==> src/rtl/lsb_pkg.sv <==
// rtl/lsb_pkg.sv - op encodings, FSM states and op decode helpers for the load/store queue
package lsb_pkg;

    typedef enum logic [2:0] {
        OP_LB  = 3'd0,
        OP_LBU = 3'd1,
        OP_LH  = 3'd2,
        OP_LHU = 3'd3,
        OP_LW  = 3'd4,
        OP_SB  = 3'd5,
        OP_SH  = 3'd6,
        OP_SW  = 3'd7
    } op_e;

    typedef enum logic [1:0] {
        IDLE  = 2'd0,
        LOAD  = 2'd1,
        STORE = 2'd2
    } fsm_e;

    function automatic logic [2:0] op_bytes(input logic [2:0] op);
        case (op)
            OP_LB, OP_LBU, OP_SB: op_bytes = 3'd1;
            OP_LH, OP_LHU, OP_SH: op_bytes = 3'd2;
            default:              op_bytes = 3'd4;
        endcase
    endfunction

    function automatic logic is_store(input logic [2:0] op);
        is_store = (op >= OP_SB);
    endfunction

endpackage

==> src/rtl/lsb_mem_seq.sv <==
// rtl/lsb_mem_seq.sv - serialises one load/store into byte accesses and assembles load data
module lsb_mem_seq
    import lsb_pkg::*;
(
    input  logic        clk_in,
    input  logic        rst_n_in,
    input  logic        rdy_in,
    input  logic        start,
    input  logic        abort,
    input  logic [2:0]  op,
    input  logic [31:0] addr,
    input  logic [31:0] wdata,
    input  logic [7:0]  mem_din,
    output logic [7:0]  mem_dout,
    output logic [31:0] mem_a,
    output logic        mem_wr,
    output logic        done,
    output logic [31:0] rdata
);
    logic        active;
    logic        st_q;
    logic [2:0]  op_q;
    logic [2:0]  nb_q;
    logic [2:0]  cnt_q;
    logic [31:0] wd_q;
    logic [31:0] buf_q;
    logic [31:0] asm_w;
    logic [2:0]  nxt;

    assign nxt  = cnt_q + 3'd1;
    // Stores finish on their last write cycle; loads need one more cycle for the final byte to return.
    assign done = active && rdy_in && (st_q ? (nxt == nb_q) : (cnt_q == nb_q));

    always_comb begin
        asm_w = buf_q;
        case (nb_q)
            3'd1:    asm_w[7:0]   = mem_din;
            3'd2:    asm_w[15:8]  = mem_din;
            default: asm_w[31:24] = mem_din;
        endcase
        case (op_q)
            OP_LB:   rdata = {{24{asm_w[7]}}, asm_w[7:0]};
            OP_LBU:  rdata = {24'h0, asm_w[7:0]};
            OP_LH:   rdata = {{16{asm_w[15]}}, asm_w[15:0]};
            OP_LHU:  rdata = {16'h0, asm_w[15:0]};
            default: rdata = asm_w;
        endcase
    end

    always_ff @(posedge clk_in or negedge rst_n_in) begin
        if (!rst_n_in) begin
            active   <= 1'b0;
            st_q     <= 1'b0;
            op_q     <= 3'd0;
            nb_q     <= 3'd0;
            cnt_q    <= 3'd0;
            wd_q     <= 32'h0;
            buf_q    <= 32'h0;
            mem_a    <= 32'h0;
            mem_dout <= 8'h0;
            mem_wr   <= 1'b0;
        end else if (rdy_in) begin
            if (start) begin
                active   <= 1'b1;
                st_q     <= is_store(op);
                op_q     <= op;
                nb_q     <= op_bytes(op);
                cnt_q    <= 3'd0;
                buf_q    <= 32'h0;
                wd_q     <= wdata;
                mem_a    <= addr;
                mem_dout <= wdata[7:0];
                mem_wr   <= is_store(op);
            end else if (active) begin
                if (done || (abort && !st_q)) begin
                    active <= 1'b0;
                    mem_wr <= 1'b0;
                end else begin
                    cnt_q <= nxt;
                    if (nxt != nb_q) begin
                        mem_a    <= mem_a + 32'd1;
                        mem_dout <= wd_q[15:8];
                        wd_q     <= {8'h00, wd_q[31:8]};
                        mem_wr   <= st_q;
                    end else begin
                        mem_wr <= 1'b0;
                    end
                    if (!st_q) begin
                        case (cnt_q)
                            3'd1:    buf_q[7:0]   <= mem_din;
                            3'd2:    buf_q[15:8]  <= mem_din;
                            3'd3:    buf_q[23:16] <= mem_din;
                            default: ;
                        endcase
                    end
                end
            end
        end
    end

endmodule

==> src/rtl/lsb_queue.sv <==
// rtl/lsb_queue.sv - in-order load/store queue ring with issue eligibility, flush and occupancy
module lsb_queue
    import lsb_pkg::*;
#(
    parameter int          DEPTH       = 8,
    parameter int          ROB_WIDTH   = 4,
    parameter int          FULL_MARGIN = 3,
    parameter logic [31:0] IO_ADDR     = 32'h30000,
    localparam int         DEPTH_W     = $clog2(DEPTH)
) (
    input  logic                 clk_in,
    input  logic                 rst_n_in,
    input  logic                 rdy_in,
    input  logic                 clear_in,
    input  logic                 disp_valid,
    input  logic [ROB_WIDTH-1:0] disp_tag,
    input  logic                 rs_valid,
    input  logic [2:0]           rs_op,
    input  logic [ROB_WIDTH-1:0] rs_tag,
    input  logic [31:0]          rs_wdata,
    input  logic [31:0]          rs_addr,
    input  logic                 commit_valid,
    input  logic [ROB_WIDTH-1:0] commit_tag,
    input  logic [7:0]           mem_din,
    input  logic                 io_buffer_full,
    output logic [7:0]           mem_dout,
    output logic [31:0]          mem_a,
    output logic                 mem_wr,
    output logic                 full_out,
    output logic [DEPTH_W:0]     count_out,
    output logic                 rob_valid,
    output logic [ROB_WIDTH-1:0] rob_tag,
    output logic [31:0]          rob_data
);
    localparam logic [DEPTH_W:0]   FULL_CNT = (DEPTH_W + 1)'(DEPTH);
    localparam logic [DEPTH_W:0]   CNT_ONE  = (DEPTH_W + 1)'(1);
    localparam logic [DEPTH_W-1:0] PTR_ONE  = DEPTH_W'(1);

    logic [ROB_WIDTH-1:0] tag_q   [DEPTH];
    logic [2:0]           op_q    [DEPTH];
    logic [31:0]          addr_q  [DEPTH];
    logic [31:0]          wdata_q [DEPTH];
    logic [DEPTH-1:0]     valid_q, ready_q, comm_q;
    logic [DEPTH_W-1:0]   head_q, tail_q, head_d, tail_d, idx;
    logic [DEPTH_W:0]     count_q, count_d, kept;
    logic [DEPTH-1:0]     keep;
    fsm_e                 state_q, state_d;
    logic                 head_io, head_st, eligible, issue, retire, accept, load_end, run;
    logic                 seq_done;
    logic [31:0]          seq_rdata;

    assign count_out = count_q;

    always_comb begin
        head_io = (addr_q[head_q] == IO_ADDR);
        head_st = is_store(op_q[head_q]);
        if (head_st) eligible = comm_q[head_q] && !(head_io && io_buffer_full);
        else         eligible = !head_io || (comm_q[head_q] && !io_buffer_full);
        issue    = rdy_in && !clear_in && (state_q == IDLE) && valid_q[head_q] && ready_q[head_q] && eligible;
        load_end = seq_done && (state_q == LOAD) && !clear_in;
        retire   = seq_done && ((state_q == STORE) || load_end);
        accept   = rdy_in && !clear_in && disp_valid && ((count_q != FULL_CNT) || retire);

        // Committed entries form a contiguous run from head; a flush keeps exactly that run.
        keep = '0;
        kept = '0;
        run  = 1'b1;
        idx  = head_q;
        for (int k = 0; k < DEPTH; k++) begin
            idx = head_q + DEPTH_W'(k);
            if (run && valid_q[idx] && (comm_q[idx] || (commit_valid && tag_q[idx] == commit_tag))) begin
                keep[idx] = 1'b1;
                kept      = kept + CNT_ONE;
            end else begin
                run = 1'b0;
            end
        end

        head_d  = retire ? head_q + PTR_ONE : head_q;
        if (rdy_in && clear_in) begin
            tail_d  = head_q + kept[DEPTH_W-1:0];
            count_d = retire ? kept - CNT_ONE : kept;
        end else begin
            tail_d  = accept ? tail_q + PTR_ONE : tail_q;
            count_d = count_q + (accept ? CNT_ONE : '0) - (retire ? CNT_ONE : '0);
        end

        state_d = state_q;
        case (state_q)
            IDLE:    if (issue) state_d = head_st ? STORE : LOAD;
            LOAD:    if (seq_done || (rdy_in && clear_in)) state_d = IDLE;
            STORE:   if (seq_done) state_d = IDLE;
            default: state_d = IDLE;
        endcase
    end

    always_ff @(posedge clk_in or negedge rst_n_in) begin
        if (!rst_n_in) begin
            state_q   <= IDLE;
            head_q    <= '0;
            tail_q    <= '0;
            count_q   <= '0;
            valid_q   <= '0;
            ready_q   <= '0;
            comm_q    <= '0;
            full_out  <= 1'b0;
            rob_valid <= 1'b0;
            rob_tag   <= '0;
            rob_data  <= 32'h0;
            for (int i = 0; i < DEPTH; i++) begin
                tag_q[i]   <= '0;
                op_q[i]    <= 3'd0;
                addr_q[i]  <= 32'h0;
                wdata_q[i] <= 32'h0;
            end
        end else if (rdy_in) begin
            state_q   <= state_d;
            head_q    <= head_d;
            tail_q    <= tail_d;
            count_q   <= count_d;
            full_out  <= (32'(count_d) + FULL_MARGIN) >= DEPTH;
            rob_valid <= load_end;
            if (load_end) begin
                rob_tag  <= tag_q[head_q];
                rob_data <= seq_rdata;
            end
            for (int i = 0; i < DEPTH; i++) begin
                if (valid_q[i] && commit_valid && tag_q[i] == commit_tag)
                    comm_q[i] <= 1'b1;
                if (!clear_in && valid_q[i] && rs_valid && tag_q[i] == rs_tag) begin
                    ready_q[i] <= 1'b1;
                    op_q[i]    <= rs_op;
                    addr_q[i]  <= rs_addr;
                    wdata_q[i] <= rs_wdata;
                end
            end
            if (clear_in) valid_q <= keep;
            if (retire)   valid_q[head_q] <= 1'b0;
            // Written last so a slot freed by retire this edge can be refilled on the same edge.
            if (accept) begin
                valid_q[tail_q] <= 1'b1;
                tag_q[tail_q]   <= disp_tag;
                ready_q[tail_q] <= 1'b0;
                comm_q[tail_q]  <= 1'b0;
            end
        end
    end

    a_no_overflow: assert property (@(posedge clk_in) disable iff (!rst_n_in)
        !(rdy_in && !clear_in && disp_valid && count_q == FULL_CNT && !retire));

    lsb_mem_seq u_seq (
        .clk_in   (clk_in),
        .rst_n_in (rst_n_in),
        .rdy_in   (rdy_in),
        .start    (issue),
        .abort    (clear_in),
        .op       (op_q[head_q]),
        .addr     (addr_q[head_q]),
        .wdata    (wdata_q[head_q]),
        .mem_din  (mem_din),
        .mem_dout (mem_dout),
        .mem_a    (mem_a),
        .mem_wr   (mem_wr),
        .done     (seq_done),
        .rdata    (seq_rdata)
    );

endmodule

==> config.mk <==
export PLATFORM = sky130hd
export DESIGN_NAME = lsb_queue
export DESIGN_NICKNAME = d
export VERILOG_FILES = /design/src/rtl/lsb_pkg.sv /design/src/rtl/lsb_mem_seq.sv /design/src/rtl/lsb_queue.sv
export SDC_FILE = /design/constraint.sdc
export NUM_CORES = 1
export LEC_CHECK = 0
export BUFFER_PORTS_ARGS = -buffer_cell sky130_fd_sc_hd__clkbuf_2
export CAP_MARGIN = 20
export CORE_ASPECT_RATIO = 0.6
export CORE_MARGIN = 8
export CORE_UTILIZATION = 30
export CTS_CLUSTER_SIZE = 25
export DETAILED_ROUTE_END_ITERATION = 8
export PLACE_DENSITY = 0.49
export SYNTH_ARGS = -nofsm -noshare
export SYNTH_HDL_FRONTEND = slang
export SYNTH_HIERARCHICAL = 1
export SYNTH_SLANG_ARGS = --single-unit
==> constraint.sdc <==
create_clock -name clk_in -period 27 [get_ports clk_in]
set_input_delay 6.75 -clock clk_in [delete_from_list [all_inputs] [get_ports clk_in]]
set_output_delay 6.75 -clock clk_in [all_outputs]
set_load 0.03 [all_outputs]
Word level (Yosys, flattened, before mapping)
Index checks and enable logic that the tools add are counted.

operators by class
  $add $sub $neg = 22
  eq/ne operators = 49
  magnitude comparators = 30
  mux-type cells = 197
  bitwise logic cells = 22
  reduce and logical (&&, ||, !) cells = 140

operator list
  cell                                                               count
  2-to-1 mux 32 bit                                                  12
  2-to-1 mux 8 bit                                                   25
  binary-select mux 32 bit (select 3 bit)                            2
  one-hot mux 32 bit (4 select lines)                                1
  2-to-1 mux 4 bit                                                   26
  binary-select mux 4 bit (select 3 bit)                             8
  equality test 4 bit                                                24
  2-to-1 mux 24 bit                                                  4
  logical AND 1 bit                                                  90
  2-to-1 mux 1 bit                                                   77
  OR 8 bit                                                           8
  binary-select mux 1 bit (select 3 bit)                             17
  greater-or-equal comparator 4 bit, second input constant           9
  less-than comparator 3 x 4 -> 1 bit, second input constant         9
  inverter 3 -> 4 bit                                                9
  adder 32 x 1 -> 32 bit, second input constant                      1
  bitwise mux 32 bit                                                 1
  equality test 32 x 18 -> 1 bit, second input constant              1
  adder 4 x 1 -> 4 bit, second input constant                        7
  AND reduction 2 bit                                                14
  demux 1 bit (select 3 bit)                                         9
  greater-or-equal comparator 3 x 1 -> 1 bit, second input constant  9
  bitwise AND 8 bit                                                  3
  equality test 3 x 2 -> 1 bit, second input constant                7
  37 further kinds                                                   87

word-level totals
  bits in registers = 750
  logic and storage cells = 515
  input port bits = 95
  output and inout bits = 83

Depth between registers and ports, before layout
  depth after elaboration = 37
  gate-level depth with buffers = 44
  mapped depth without buffers = 38

Hierarchy
Netlist, hierarchy kept.

by module, submodules not included
  module       cells each  area each (um2)  instances
  lsb_queue    2381        32592.5          1
  lsb_mem_seq  579         5609.1           1

Worst setup path after synthesis
No wires, ideal clock.

  path kind = input -> register
  from = input port commit_tag[3]
  to = register count_q[3] (netlist: count_out[3])
  arrival time = 13785 ps
  buffers on the path = 3
  data required time = 26874 ps
  setup time = 126 ps
  cell stages on the path = 36
  path slack = 13089 ps
  path through = clkbuf_1 -> buf_1 -> xor2_1 -> nand3_1 -> nor3_1 -> o21a_1 -> a21boi_0 -> ha_1 -> nor2b_1 -> and2_1 -> clkbuf_1 -> xnor2_1 -> inv_1 -> ha_1 -> o21a_1 -> ha_1 -> nand2_1 -> nand2_1 -> ha_1 -> mux2_1 -> a21boi_2 -> inv_1 -> ha_1 -> nor2_1 -> a21oi_1 -> ha_1 -> nor2b_1 -> a221oi_1 -> o311ai_2 -> nand4_4 -> mux2i_1 -> xnor2_1 -> or3_4 -> xor2_1 -> mux2i_1 -> a221o_1

on the way
  word-level cells in the longest chain between the ends = 29
  elaborated cells on any way between the ends = 64

ends and longest elaborated chain
  what                                                           RTL line          source
  from (decl)                                                    lsb_queue.sv:23   input logic [ROB_WIDTH-1:0] commit_tag,
  branches (longest 25 deep; another with adder 4 x 1 -> 4 bit)  -
  2-to-1 mux 4 bit *                                             lsb_queue.sv:71   if (run && valid_q[idx] && (comm_q[idx] || (commit_valid && tag_q[idx] == commit_tag))) begin
  subtractor 4 x 1 -> 4 bit                                      lsb_queue.sv:82   count_d = retire ? kept - CNT_ONE : kept;
  2-to-1 mux 4 bit *                                             lsb_queue.sv:82
  2-to-1 mux 4 bit *                                             lsb_queue.sv:80   if (rdy_in && clear_in) begin
  to (signal assigned)                                           lsb_queue.sv:120  count_q <= count_d;
  to (decl)                                                      lsb_queue.sv:45   logic [DEPTH_W:0] count_q, count_d, kept;

Mark *: on every way between the ends.
A chain may end at the register's enable or synchronous reset.

Worst setup path in the final report
Ends and elaborated chain as after synthesis.

==> flow_summary.yaml <==
global_routing:
  grt_antenna_before_repair: 14
  grt_pass1_wl_um: 176000
  track_usage: 0.164
  first_global_vias: 25000
  overflow: 0
  grt_max_degree: 109
die:
  initial_utilization: 0.302
  die_y_um: 292
  core_um2: 126000
  dieArea_um2: 139000
  pin_count: 178
  chipWidth_um: 477
  num_rows: 101
detailed_routing:
  drtIter0Drc: 1897
  vias_per_cell: 5.21
  first_pass_iters: 5
  drc: 0
  avgRoutedWirePerCell_um: 24.4
  vias: 25000
  routed_wl_um: 117000
  ant_nets: 0
setup_path:
  cp_slowest_stage_delay_ps: 490
  cp_max_fo: 18
  cp-start-kind: "input port"
  crit_required_ps: 27540
  path_class: "input port to flip-flop"
  rr_worst_depth: 38
  crit_arrival_ps: 14240
  end_kind: "flip-flop"
  cp_common_cell: "ha_1"
  critPathSlowestCell: "clkbuf_2"
sta:
  setup_viol: 0
  period_share: 0.507
  finalHoldViolCount: 0
  relSlewSlack: 0.279
  clock.fmax_ghz: 0.0730
  slew_viol_final: 0
  skew_ps: 36.0
  holdWs_ps: 482
  tightest_slew_ps: 1080
  rsz0062_at_grt: "no"
  fin_crit_ps: 13700
  layout_setup_ws_ps: 13300
  fin_tns_setup_ps: 0
run:
  cap_violations: 0
synthesis:
  ys.flop_type: "dfrtp_1"
  yosysSeqAreaShare: 0.486
  syn_nets: 3081
  netlist_instances: 2960
  yosys_register_bits: 742
  syn_area_um2: 38200
  synth_warnings: 6
  syn_avg_cell_area_um2: 12.9
  ys_types: 92
  async_flop_share: 1.00
  synth_enable_flop_cells: 0
clocking:
  cts_sinks: 742
  cts_resized: 0
  cts_buffers: 81
  hold_buffers: 0
  clk_latency_ps: 680
  clock-root-buffer: "clkbuf_16"
  cts_setup_buffers: 0
  cts_tree: "built"
  path_clk_slew_ps: 60
  cts_buffer_depth: 3
  cts.htree.levels: 3
pwr:
  p_sw_frac: 0.291
  power_frac_comb: 0.209
  intPower_mw: 2.34
  p_total_mw: 3.31
  ir_drop_mv: 0.0456
  p_sw_uw: 964
  power.leakage_nw: 19.6
  pwr-share-seq: 0.447
  power_density_nw_per_um2: 76.3
  power_frac_clock: 0.344
final_layout:
  synthToLayoutAreaGrowth_pct: 13.4
  layout-drive-gt1-share: 0.392
  nets: 3152
place:
  hpwl_um: 75400
  io_buffer_count: 177
  gp_congestion: 0.874
  pre_cts_ws_ps: 12720
status:
  status: "finished clean"
worst_hold_path:
  holdPathStages: 2
  hold_class: "flip-flop to flip-flop"
[final cells by class]
class	count	area, um2
Tap cell	1699	2130
Fill cell	12500	83000
Inverter	34	131
Antenna cell	5	12.5
Multi-Input combinational cell	1943	18500
Clock buffer	115	2370
Timing Repair Buffer	229	1300
Sequential cell	742	18600
Clock inverter	26	303
[stage by stage]
stage          cell area (um2)  utilization  instances
6_report                 43300        0.343       4793
5_1_grt                  43300        0.343       4789
4_1_cts                  43300        0.343       4787
3_5_place_dp             40600        0.322       4646
3_3_place_gp             40600        0.322       4646
2_1_floorplan            38200            -       2960
[sequential cells by signal (all words and copies together), names as in the netlist, 4 cells and up]
signal / cells
op_q: 24
tag_q: 32
u_seq/buf_q: 24
count_out: 4
ready_q: 8
u_seq/mem_a: 32
addr_q: 256
u_seq/wd_q: 25
wdata_q: 256
u_seq/mem_dout: 7
rob_tag: 4
rob_data: 32
comm_q: 8
valid_q: 8
[power groups by stage]
| stage | Combinational (mW) | Clock [mW] | Sequential, mW |
|---|---|---|---|
| finish | 0.691 | 1.14 | 1.48 |
| global route | 0.751 | 1.22 | 1.50 |
| CTS | 0.690 | 1.18 | 1.47 |
| detailed placement | 0.687 | 0 | 1.49 |
| global placement | 0.678 | 0 | 1.49 |
| floorplan | 0.525 | 0 | 1.41 |
[critical path: cells and delay by family]
| kind | cells | cell delay, ps |
|---|---|---|
| simple gates | 10 | 1860 |
| mux | 3 | 680 |
| fa+ha+maj | 6 | 1660 |
| compound gates | 8 | 1930 |
| xor+xnor | 4 | 700 |
| buf+inv | 3 | 650 |
[cell usage after synthesis, types with 6 or more instances]
master | number | share of area
buf_6 | 7 | 0.0021
a21oi_1 | 40 | 0.0052
xor2_1 | 84 | 0.019
o22ai_1 | 30 | 0.0049
or2_2 | 6 | 0.00098
a31oi_1 | 7 | 0.0011
buf_1 | 69 | 0.0068
nand4_1 | 20 | 0.0033
nor3_1 | 20 | 0.0026
nand3b_1 | 6 | 0.0012
nor2_1 | 65 | 0.0064
nand3_1 | 37 | 0.0048
xnor2_1 | 51 | 0.012
nor2b_1 | 10 | 0.0016
a22o_1 | 27 | 0.0062
nand2b_1 | 9 | 0.0015
nand2_1 | 329 | 0.032
o221ai_1 | 6 | 0.0014
a41oi_1 | 6 | 0.0014
dfrtp_1 | 742 | 0.49
and2_1 | 7 | 0.0011
nor4_1 | 24 | 0.0039
o211ai_1 | 8 | 0.0016
ha_1 | 24 | 0.0079
mux2i_1 | 101 | 0.026
mux2_2 | 618 | 0.18
buf_2 | 28 | 0.0037
inv_1 | 30 | 0.0029
and3_1 | 15 | 0.0025
clkbuf_1 | 114 | 0.011
mux4_2 | 181 | 0.11
buf_4 | 19 | 0.0037
o21a_1 | 12 | 0.0024
a21o_1 | 18 | 0.0035
o21ai_0 | 74 | 0.0097
or3_1 | 13 | 0.0021
[final timing paths]
path                                       startpoint                          to  slack (ps)
setup / recovery                        commit_tag[3]    count_out[3]$_DFFE_PN0P_       13300
hold reg to reg            u_seq/wd_q[17]$_DFFE_PN0P_  u_seq/wd_q[17]$_DFFE_PN0P_         480
hold / removal             u_seq/wd_q[17]$_DFFE_PN0P_  u_seq/wd_q[17]$_DFFE_PN0P_         480
setup reg to reg                head_q[0]$_DFFE_PN0P_    count_out[3]$_DFFE_PN0P_       16580
max in group asynchronous                    rst_n_in    wdata_q[163]$_DFFE_PN0P_       17070
min in group asynchronous                    rst_n_in      rob_tag[0]$_DFFE_PN0P_        6000
[routing by layer]
metal	GRT usage	part of all wire	up-vias
met1	0.256	0.51	13200
met4	0.0326	0.019	4
met2	0.229	0.41	634
met5	0	0.00024	-
met3	0.0396	0.062	133
li1	-	-	11000
[layout by cell type (no fill, tap or decap), types with 7 or more instances in the layout]
| cell type | n |
|---|---|
| a21o_1 | 18 |
| a21oi_1 | 40 |
| a22o_1 | 27 |
| a31oi_1 | 7 |
| and2_1 | 7 |
| and3_1 | 7 |
| and3_4 | 8 |
| buf_4 | 51 |
| clkbuf_1 | 15 |
| clkbuf_16 | 83 |
| clkbuf_2 | 176 |
| clkbuf_8 | 17 |
| clkinv_2 | 11 |
| dfrtp_1 | 739 |
| ha_1 | 24 |
| inv_1 | 29 |
| mux2_2 | 618 |
| mux2i_1 | 101 |
| mux4_2 | 181 |
| nand2_1 | 328 |
| nand2b_1 | 9 |
| nand3_1 | 36 |
| nand4_1 | 20 |
| nor2_1 | 64 |
| nor2b_1 | 10 |
| nor3_1 | 18 |
| nor4_1 | 24 |
| o211ai_1 | 8 |
| o21a_1 | 12 |
| o21ai_0 | 74 |
| o22ai_1 | 30 |
| or3_1 | 13 |
| xnor2_1 | 51 |
| xor2_1 | 84 |
[cell families (layout without fill, tap and decap cells)]
kind of cell               Yosys count  after routing  share of synthesized area
DFF                                742            742                      0.486
other                                0              5                          0
buffers and inverters              275            404                     0.0313
and+or+nand+nor                    591            591                     0.0729
xor gates and xnor gates           136            136                     0.0314
adders and majority gates           26             26                    0.00891
AOI/OAI and AO/OA                  288            288                     0.0531
muxes                              902            902                      0.316
Note: power is estimated with default switching activity, not from simulation.
